## config.mk

```make
export PLATFORM = sky130hd
export DESIGN_NAME = uart_rx_frame
export DESIGN_NICKNAME = d
export VERILOG_FILES = /design/src/rtl/uart_defs_pkg.sv /design/src/rtl/sync_2ff.sv /design/src/rtl/uart_rx_frame.sv
export SDC_FILE = /design/constraint.sdc
export NUM_CORES = 1
export LEC_CHECK = 0
export CORE_UTILIZATION = 50
export DETAILED_ROUTE_END_ITERATION = 16
export PLACE_DENSITY = 0.73
export SYNTH_ARGS = -nofsm -noshare
export SYNTH_HDL_FRONTEND = slang
export SYNTH_SLANG_ARGS = --single-unit
export TNS_END_PERCENT = 100
```

## constraint.sdc

```tcl
create_clock -name i_clock -period 2 [get_ports i_clock]
set_input_delay 0.6 -clock i_clock [delete_from_list [all_inputs] [get_ports i_clock]]
set_output_delay 0.6 -clock i_clock [all_outputs]
set_load 0.1 [all_outputs]
```

## src/rtl/uart_defs_pkg.sv

```systemverilog
// rtl/uart_defs_pkg.sv - shared UART constants and receiver state encoding
package uart_defs;

   localparam int PAR_NONE = 0;
   localparam int PAR_ODD  = 1;
   localparam int PAR_EVEN = 2;

   localparam int DEFAULT_OVERSAMPLE = 16;

   typedef enum logic [2:0] {
      ST_IDLE   = 3'd0,
      ST_START  = 3'd1,
      ST_DATA   = 3'd2,
      ST_PARITY = 3'd3,
      ST_STOP   = 3'd4,
      ST_BREAK  = 3'd5
   } rx_state_t;

endpackage

```

## src/rtl/sync_2ff.sv

```systemverilog
// rtl/sync_2ff.sv - two-flop synchronizer for a single asynchronous input
module sync_2ff #(
   parameter logic RESET_VAL = 1'b1
) (
   input  logic i_clock,
   input  logic i_reset,
   input  logic i_d,
   output logic o_q
);

   logic meta_q;
   logic sync_q;

   always_ff @(posedge i_clock or posedge i_reset) begin
      if (i_reset) begin
         meta_q <= RESET_VAL;
         sync_q <= RESET_VAL;
      end else begin
         meta_q <= i_d;
         sync_q <= meta_q;
      end
   end

   assign o_q = sync_q;

endmodule

```

## src/rtl/uart_rx_frame.sv

```systemverilog
// rtl/uart_rx_frame.sv - oversampling UART receiver with parity, 1/2 stop bits and error flags
module uart_rx_frame
   import uart_defs::*;
#(
   parameter int DATA_BITS  = 8,
   parameter int OVERSAMPLE = DEFAULT_OVERSAMPLE,
   parameter int PARITY     = PAR_NONE,
   parameter int STOP_BITS  = 1
) (
   input  logic                 i_clock,
   input  logic                 i_reset,
   input  logic                 i_tick,
   input  logic                 i_rx,
   output logic [DATA_BITS-1:0] o_data,
   output logic                 o_valid,
   output logic                 o_parity_err,
   output logic                 o_frame_err,
   output logic                 o_busy
);

   localparam int CW = $clog2(OVERSAMPLE);
   localparam int BW = $clog2(DATA_BITS + 1);

   localparam logic [CW-1:0] MID_START = CW'(OVERSAMPLE / 2 - 1);
   localparam logic [CW-1:0] MID_BIT   = CW'(OVERSAMPLE - 1);
   localparam logic [BW-1:0] LAST_DATA = BW'(DATA_BITS - 1);
   localparam logic [BW-1:0] LAST_STOP = BW'(STOP_BITS - 1);

   rx_state_t            state_q, state_d;
   logic [CW-1:0]        cnt_q, cnt_d;
   logic [BW-1:0]        bit_q, bit_d;
   logic [DATA_BITS-1:0] shift_q, shift_d;
   logic [DATA_BITS-1:0] data_q, data_d;
   logic                 par_flag_q, par_flag_d;
   logic                 frame_flag_q, frame_flag_d;
   logic                 valid_q, valid_d;
   logic                 perr_q, perr_d;
   logic                 ferr_q, ferr_d;
   logic                 rx_s;
   logic                 frame_bad;
   logic                 par_odd_ones;

   sync_2ff #(.RESET_VAL(1'b1)) u_sync (
      .i_clock (i_clock),
      .i_reset (i_reset),
      .i_d     (i_rx),
      .o_q     (rx_s)
   );

   always_comb begin
      state_d      = state_q;
      cnt_d        = cnt_q;
      bit_d        = bit_q;
      shift_d      = shift_q;
      data_d       = data_q;
      par_flag_d   = par_flag_q;
      frame_flag_d = frame_flag_q;
      valid_d      = 1'b0;
      perr_d       = perr_q;
      ferr_d       = ferr_q;
      frame_bad    = frame_flag_q | ~rx_s;
      par_odd_ones = (^shift_q) ^ rx_s;

      case (state_q)
         ST_IDLE: begin
            if (!rx_s) begin
               state_d      = ST_START;
               cnt_d        = '0;
               bit_d        = '0;
               par_flag_d   = 1'b0;
               frame_flag_d = 1'b0;
            end
         end
         ST_START: begin
            if (i_tick) begin
               if (cnt_q == MID_START) begin
                  cnt_d   = '0;
                  state_d = rx_s ? ST_IDLE : ST_DATA;
               end else begin
                  cnt_d = cnt_q + CW'(1);
               end
            end
         end
         ST_DATA: begin
            if (i_tick) begin
               if (cnt_q == MID_BIT) begin
                  cnt_d   = '0;
                  shift_d = {rx_s, shift_q[DATA_BITS-1:1]};
                  if (bit_q == LAST_DATA) begin
                     bit_d   = '0;
                     state_d = (PARITY != PAR_NONE) ? ST_PARITY : ST_STOP;
                  end else begin
                     bit_d = bit_q + BW'(1);
                  end
               end else begin
                  cnt_d = cnt_q + CW'(1);
               end
            end
         end
         ST_PARITY: begin
            if (i_tick) begin
               if (cnt_q == MID_BIT) begin
                  cnt_d      = '0;
                  par_flag_d = (PARITY == PAR_ODD) ? ~par_odd_ones : par_odd_ones;
                  state_d    = ST_STOP;
               end else begin
                  cnt_d = cnt_q + CW'(1);
               end
            end
         end
         ST_STOP: begin
            if (i_tick) begin
               if (cnt_q == MID_BIT) begin
                  cnt_d        = '0;
                  frame_flag_d = frame_bad;
                  if (bit_q == LAST_STOP) begin
                     // Publish mid-stop-bit so a following start edge is not missed.
                     bit_d   = '0;
                     data_d  = shift_q;
                     perr_d  = (PARITY != PAR_NONE) && par_flag_q;
                     ferr_d  = frame_bad;
                     valid_d = 1'b1;
                     state_d = frame_bad ? ST_BREAK : ST_IDLE;
                  end else begin
                     bit_d = bit_q + BW'(1);
                  end
               end else begin
                  cnt_d = cnt_q + CW'(1);
               end
            end
         end
         ST_BREAK: begin
            if (rx_s) begin
               state_d = ST_IDLE;
            end
         end
         default: state_d = ST_IDLE;
      endcase
   end

   always_ff @(posedge i_clock or posedge i_reset) begin
      if (i_reset) begin
         state_q      <= ST_IDLE;
         cnt_q        <= '0;
         bit_q        <= '0;
         shift_q      <= '0;
         data_q       <= '0;
         par_flag_q   <= 1'b0;
         frame_flag_q <= 1'b0;
         valid_q      <= 1'b0;
         perr_q       <= 1'b0;
         ferr_q       <= 1'b0;
      end else begin
         state_q      <= state_d;
         cnt_q        <= cnt_d;
         bit_q        <= bit_d;
         shift_q      <= shift_d;
         data_q       <= data_d;
         par_flag_q   <= par_flag_d;
         frame_flag_q <= frame_flag_d;
         valid_q      <= valid_d;
         perr_q       <= perr_d;
         ferr_q       <= ferr_d;
      end
   end

   assign o_data       = data_q;
   assign o_valid      = valid_q;
   assign o_parity_err = perr_q;
   assign o_frame_err  = ferr_q;
   assign o_busy       = (state_q != ST_IDLE);

endmodule
```

# Yosys cells after proc, flatten, opt, wreduce, memory -nomap -nowiden
# Index checks and enable logic that the tools add are counted.
[word_totals]
inputBits = 4
out_inout_bits = 12
regBits = 32
wordCells = 84
[op_classes]
n_eq_ne = 21
addsub = 2
n_reduce_logical = 13
n_bitwise = 2
muxes = 36
[op_table]
columns = ["cell", "count"]
rows = [
  ["2-to-1 mux 4 bit", 11],
  ["2-to-1 mux 3 bit", 13],
  ["case mux 4 bit (3 select lines)", 2],
  ["inequality test 2 bit (second input constant)", 11],
  ["case mux 3 bit (6 select lines)", 1],
  ["AND reduction 12 bit", 1],
  ["AND reduction 4 bit", 3],
  ["nonzero test 3 bit", 3],
  ["adder 4 x 1 -> 4 bit (second input constant)", 2],
  ["equality test 4 x 3 -> 1 bit (second input constant)", 2],
  ["2-to-1 mux 1 bit", 7],
  ["equality test 3 x 2 -> 1 bit (second input constant)", 2],
  ["equality test 3 bit (second input constant)", 2],
  ["AND reduction 6 bit", 1],
  ["equality test 4 bit (second input constant)", 1],
  ["logical NOT 4 bit", 1],
  ["inequality test 2 x 1 -> 1 bit (second input constant)", 2],
  ["equality test 3 x 1 -> 1 bit (second input constant)", 1],
  ["logical NOT 3 bit", 1],
  ["AND reduction 3 bit", 1],
  ["OR reduction 3 bit", 1],
  ["2-to-1 mux 2 bit", 1],
  ["case mux 1 bit (2 select lines)", 1],
  ["nonzero test 2 bit", 1],
  ["2 further kinds", 2],
]

# Longest topological paths before layout
[logic_depth]
word_depth = 7
ltp_mapped = 7
mapped_depth_nobuf = 7

# Modules after synthesis
# Synthesis repeated with hierarchy kept, for this count alone.
[hier_totals]
cells_unflattened = 144
hier_area_um2 = 1642.8
[modules_own_cells]
columns = ["module", "area_per_inst_um2", "instances", "cells_per_inst", "seq_area_each_um2"]
rows = [
  ["uart_rx_frame", 1586.5, 1, 141, 750.7],
  ["sync_2ff", 56.3, 1, 3, 52.6],
]

# Least setup slack after synthesis
# OpenSTA, ideal clock, no wires.
[synth_path]
path_type = "register to output"
start = "register state_q[2]"
end = "output o_busy"
path_buffers = 2
stages_incl_launch_ff = 4
slack_ns = 0.041
t_required_ns = 1.400
t_arrival_ns = 1.359
path_cell_list = "dfrtp_1 > buf_4 > buf_4 > or3_1"
[synth_between]
elab_chain_cells = 1
[synth_rtl]
columns = ["element", "line_no", "text"]
rows = [
  ["start, declared", "uart_rx_frame.sv:29", "rx_state_t state_q, state_d;"],
  ["start signal, assigned", "uart_rx_frame.sv:154", "state_q <= state_d;"],
  ["nonzero test 3 bit", "uart_rx_frame.sv:171", "assign o_busy = (state_q != ST_IDLE);"],
  ["end, declared", "uart_rx_frame.sv:18", "output logic o_busy"],
]
# No other way between the ends.

# Worst setup path in the final report
# Same ends and word-level chain as after synthesis.

==> impl_metrics.tcl <==
set metrics [dict create \
    status "completed" \
    synth-edff-count 0 \
    wirelength_um 3070 \
    port_buffers 14 \
    hp-class "reg -> reg" \
    finalSetupTns_ns 0 \
    place_area_um2 1940 \
    dr.pass1.iters 4 \
    ys_top_cells_by_count "nand2_1 (33), dfrtp_1 (30), mux2_2 (8)" \
    vias_per_cell 5.21 \
    antenna_found_initial 0 \
    insertion_delay_ns 0.33 \
    dp_slack_ns -0.267 \
    grt_pass1_wl_um 5220 \
    initial_utilization_pct 53.0 \
    place_inst 217 \
    rows 20 \
    slowest_delay_ns 0.48 \
    path_buf_inv 1 \
    regArea_um2 807 \
    rr_worst_depth 7 \
    core_area_um2 3050 \
    yosysWarnings 0 \
    ys_seq_area_share_pct 49.7 \
    synth_cell_types 45 \
    cts_buffer_depth 2 \
    critical_path.startpoint_type "flop" \
    hold_violations 0 \
    route.vias.total 1188 \
    ir_drop_mv 0.602 \
    postLayoutCellArea_um2 2060 \
    fp.dieW_um 58.9 \
    synth_top_area_share_pct 46.4 \
    track_usage_pct 20.6 \
    cts_tree "yes" \
    cp_top_family "flip-flops" \
    io_pins 16 \
    crit_start "state_q[2]$_DFFE_PP0P_" \
    htreeDepth 2 \
    setup_viol 0 \
    criticalPathCategory "reg -> out" \
    nFillCells 258 \
    yosysTopAreaCell "dfrtp_1" \
    crit_path_end_kind "output pin" \
    cts.sinks 32 \
    gp_congestion 0.939 \
    multiInputGateArea_um2 738 \
    yosysMostFrequentCell "nand2_1" \
    hold_start "u_sync.meta_q$_DFF_PP1_" \
    total_power_mw 2.36 \
    fmax_mhz 512 \
    grt_max_degree 33 \
    maxCapViolCount 0 \
    clock_skew_ns 0.00783 \
    setup_slack_ns 0.0485 \
    clk_pin_slew_ns 0.10 \
    instances_no_fill 228 \
    synthCells 156 \
    hold-worst-slack_ns 0.364 \
    ant_nets 0 \
    period_minus_slack_ns 1.95 \
    syn-cell-area_um2 1620 \
    worst-path-max-fanout 8 \
    synth_ff_type "dfrtp_1" \
    crit_slowest_cell "dfrtp_2" \
    wire_per_inst_um 13.5 \
    drt_iter0_drc 39 \
    synth_nets 163 \
    grt_pass1_vias 1212 \
    finalCritPeriodShare_pct 97.6 \
    crit-reg2reg-launch "bit_q[0]$_DFFE_PP0P_" \
    rsz0062_at_grt "yes" \
    cts-root-buf "clkbuf_4" \
    slew_viol_final 0 \
    grt_overflow 0 \
    cts_made_buffers 5 \
    cp.required_ns 1.40 \
    path_cells "or3_4 -> buf_12" \
    final_core_util_pct 67.4 \
    p_leak_nw 0.951 \
    hold_buffers 0 \
    synth_seq_cells 32 \
    fin_nets 190 \
    die-area_um2 3470 \
    power.density_nw_per_um2 1150 \
    cp.arrival_ns 1.35 \
    yosys-top-cells-area "dfrtp_1 (46%), nand2_1 (7.7%), mux2_2 (5.6%)" \
    async_flop_share_pct 100 \
    drive_gt1_share_pct 33.7 \
    syn_area_per_cell_um2 10.4 \
    die_y_um 58.9 \
    dp_hpwl_um 2210 \
    cp.depth 2 \
    antennaDiodeCount 0 \
    min_path_cells 0 \
    area_growth_pct 27.2 \
    drc 0 \
]
[where the power goes]
part	switching [mW]	total, mW	internal (mW)
clock	0.223	0.483	0.261
sequential	0.0940	0.840	0.746
combinational	0.540	1.03	0.494
[per-layer routing]
layer  track usage [%]  routed length (µm)  up-vias
li1                  -                   -      592
met1              24.8                1390      572
met2              33.8                1560       20
met3              7.25                  90        4
met4              7.82                  24        0
met5                 0                   0        -
[flip-flops by register name (all words and copies together) (netlist names)]
signal	count
o_valid	1
state_q	3
cnt_q	4
o_frame_err	1
o_data	8
shift_q	8
u_sync.meta_q	1
u_sync.o_q	1
frame_flag_q	1
bit_q	4
[cell usage in the layout (no fill, tap or decap), types with 2 or more instances in the layout]
cell type        Yosys  layout
mux2_2               8       8
nor3_2               2       2
clkbuf_4             0       5
nor3b_1              3       3
o22ai_1              2       2
nor3_1               5       5
nand2b_1             3       3
buf_4                3      14
buf_12               0      11
dfstp_2              2       2
dfrtp_1             30      27
nor2b_1              4       4
a21oi_1              4       4
nand2_1             33      33
dfrtp_2              0       3
nor2_1               4       4
nand3_1              4       4
ha_1                 3       3
or3b_4               1       2
inv_1                6       6
or3_4                0       2
clkdlybuf4s50_1      0       3
mux2i_1              3       3
o21ai_0              7       7
[cell families after synthesis]
kind of cell / count (synthesis) / share of synthesized area [%]
AO/OA/AOI/OAI: 25 / 11.1
XOR/XNOR: 1 / 0.541
adder cells (fa/ha/maj): 3 / 2.32
buffers and inverters: 14 / 5.49
flip-flops: 32 / 49.7
multiplexers: 12 / 8.35
other: 1 / 0.232
AND/OR/NAND/NOR: 68 / 22.3
[area by class of cell]
class / instances / area share, %
clock inverters: 3 / 2.07
repair buffers: 28 / 17.3
well taps: 44 / 2.67
clock buffers: 5 / 1.82
multi-input cells: 110 / 35.9
inverters: 6 / 1.09
flip-flops and latches: 32 / 39.2
[path summary, 6_finish.rpt]
path / end / slack [ns]
worst max-delay path: o_busy / 0.05
worst min-delay path: u_sync.o_q$_DFF_PP1_ / 0.36
worst max register to register: state_q[0]$_DFFE_PP0P_ / 0.07
worst min register to register: u_sync.o_q$_DFF_PP1_ / 0.36
max in group asynchronous: u_sync.o_q$_DFF_PP1_ / 1.03
min in group asynchronous: shift_q[6]$_DFFE_PP0P_ / 0.65
[timing repair]
| action | 4_1_cts | 5_1_grt |
|---|---|---|
| setup buffers | 1 | 2 |
| pin swaps | 0 | 1 |
| setup endpoints to repair | 1 | 12 |
| resized for setup | 3 | 3 |
| hold endpoints to repair | 0 | 0 |
No activity file was read; power rests on OpenSTA's default activity.
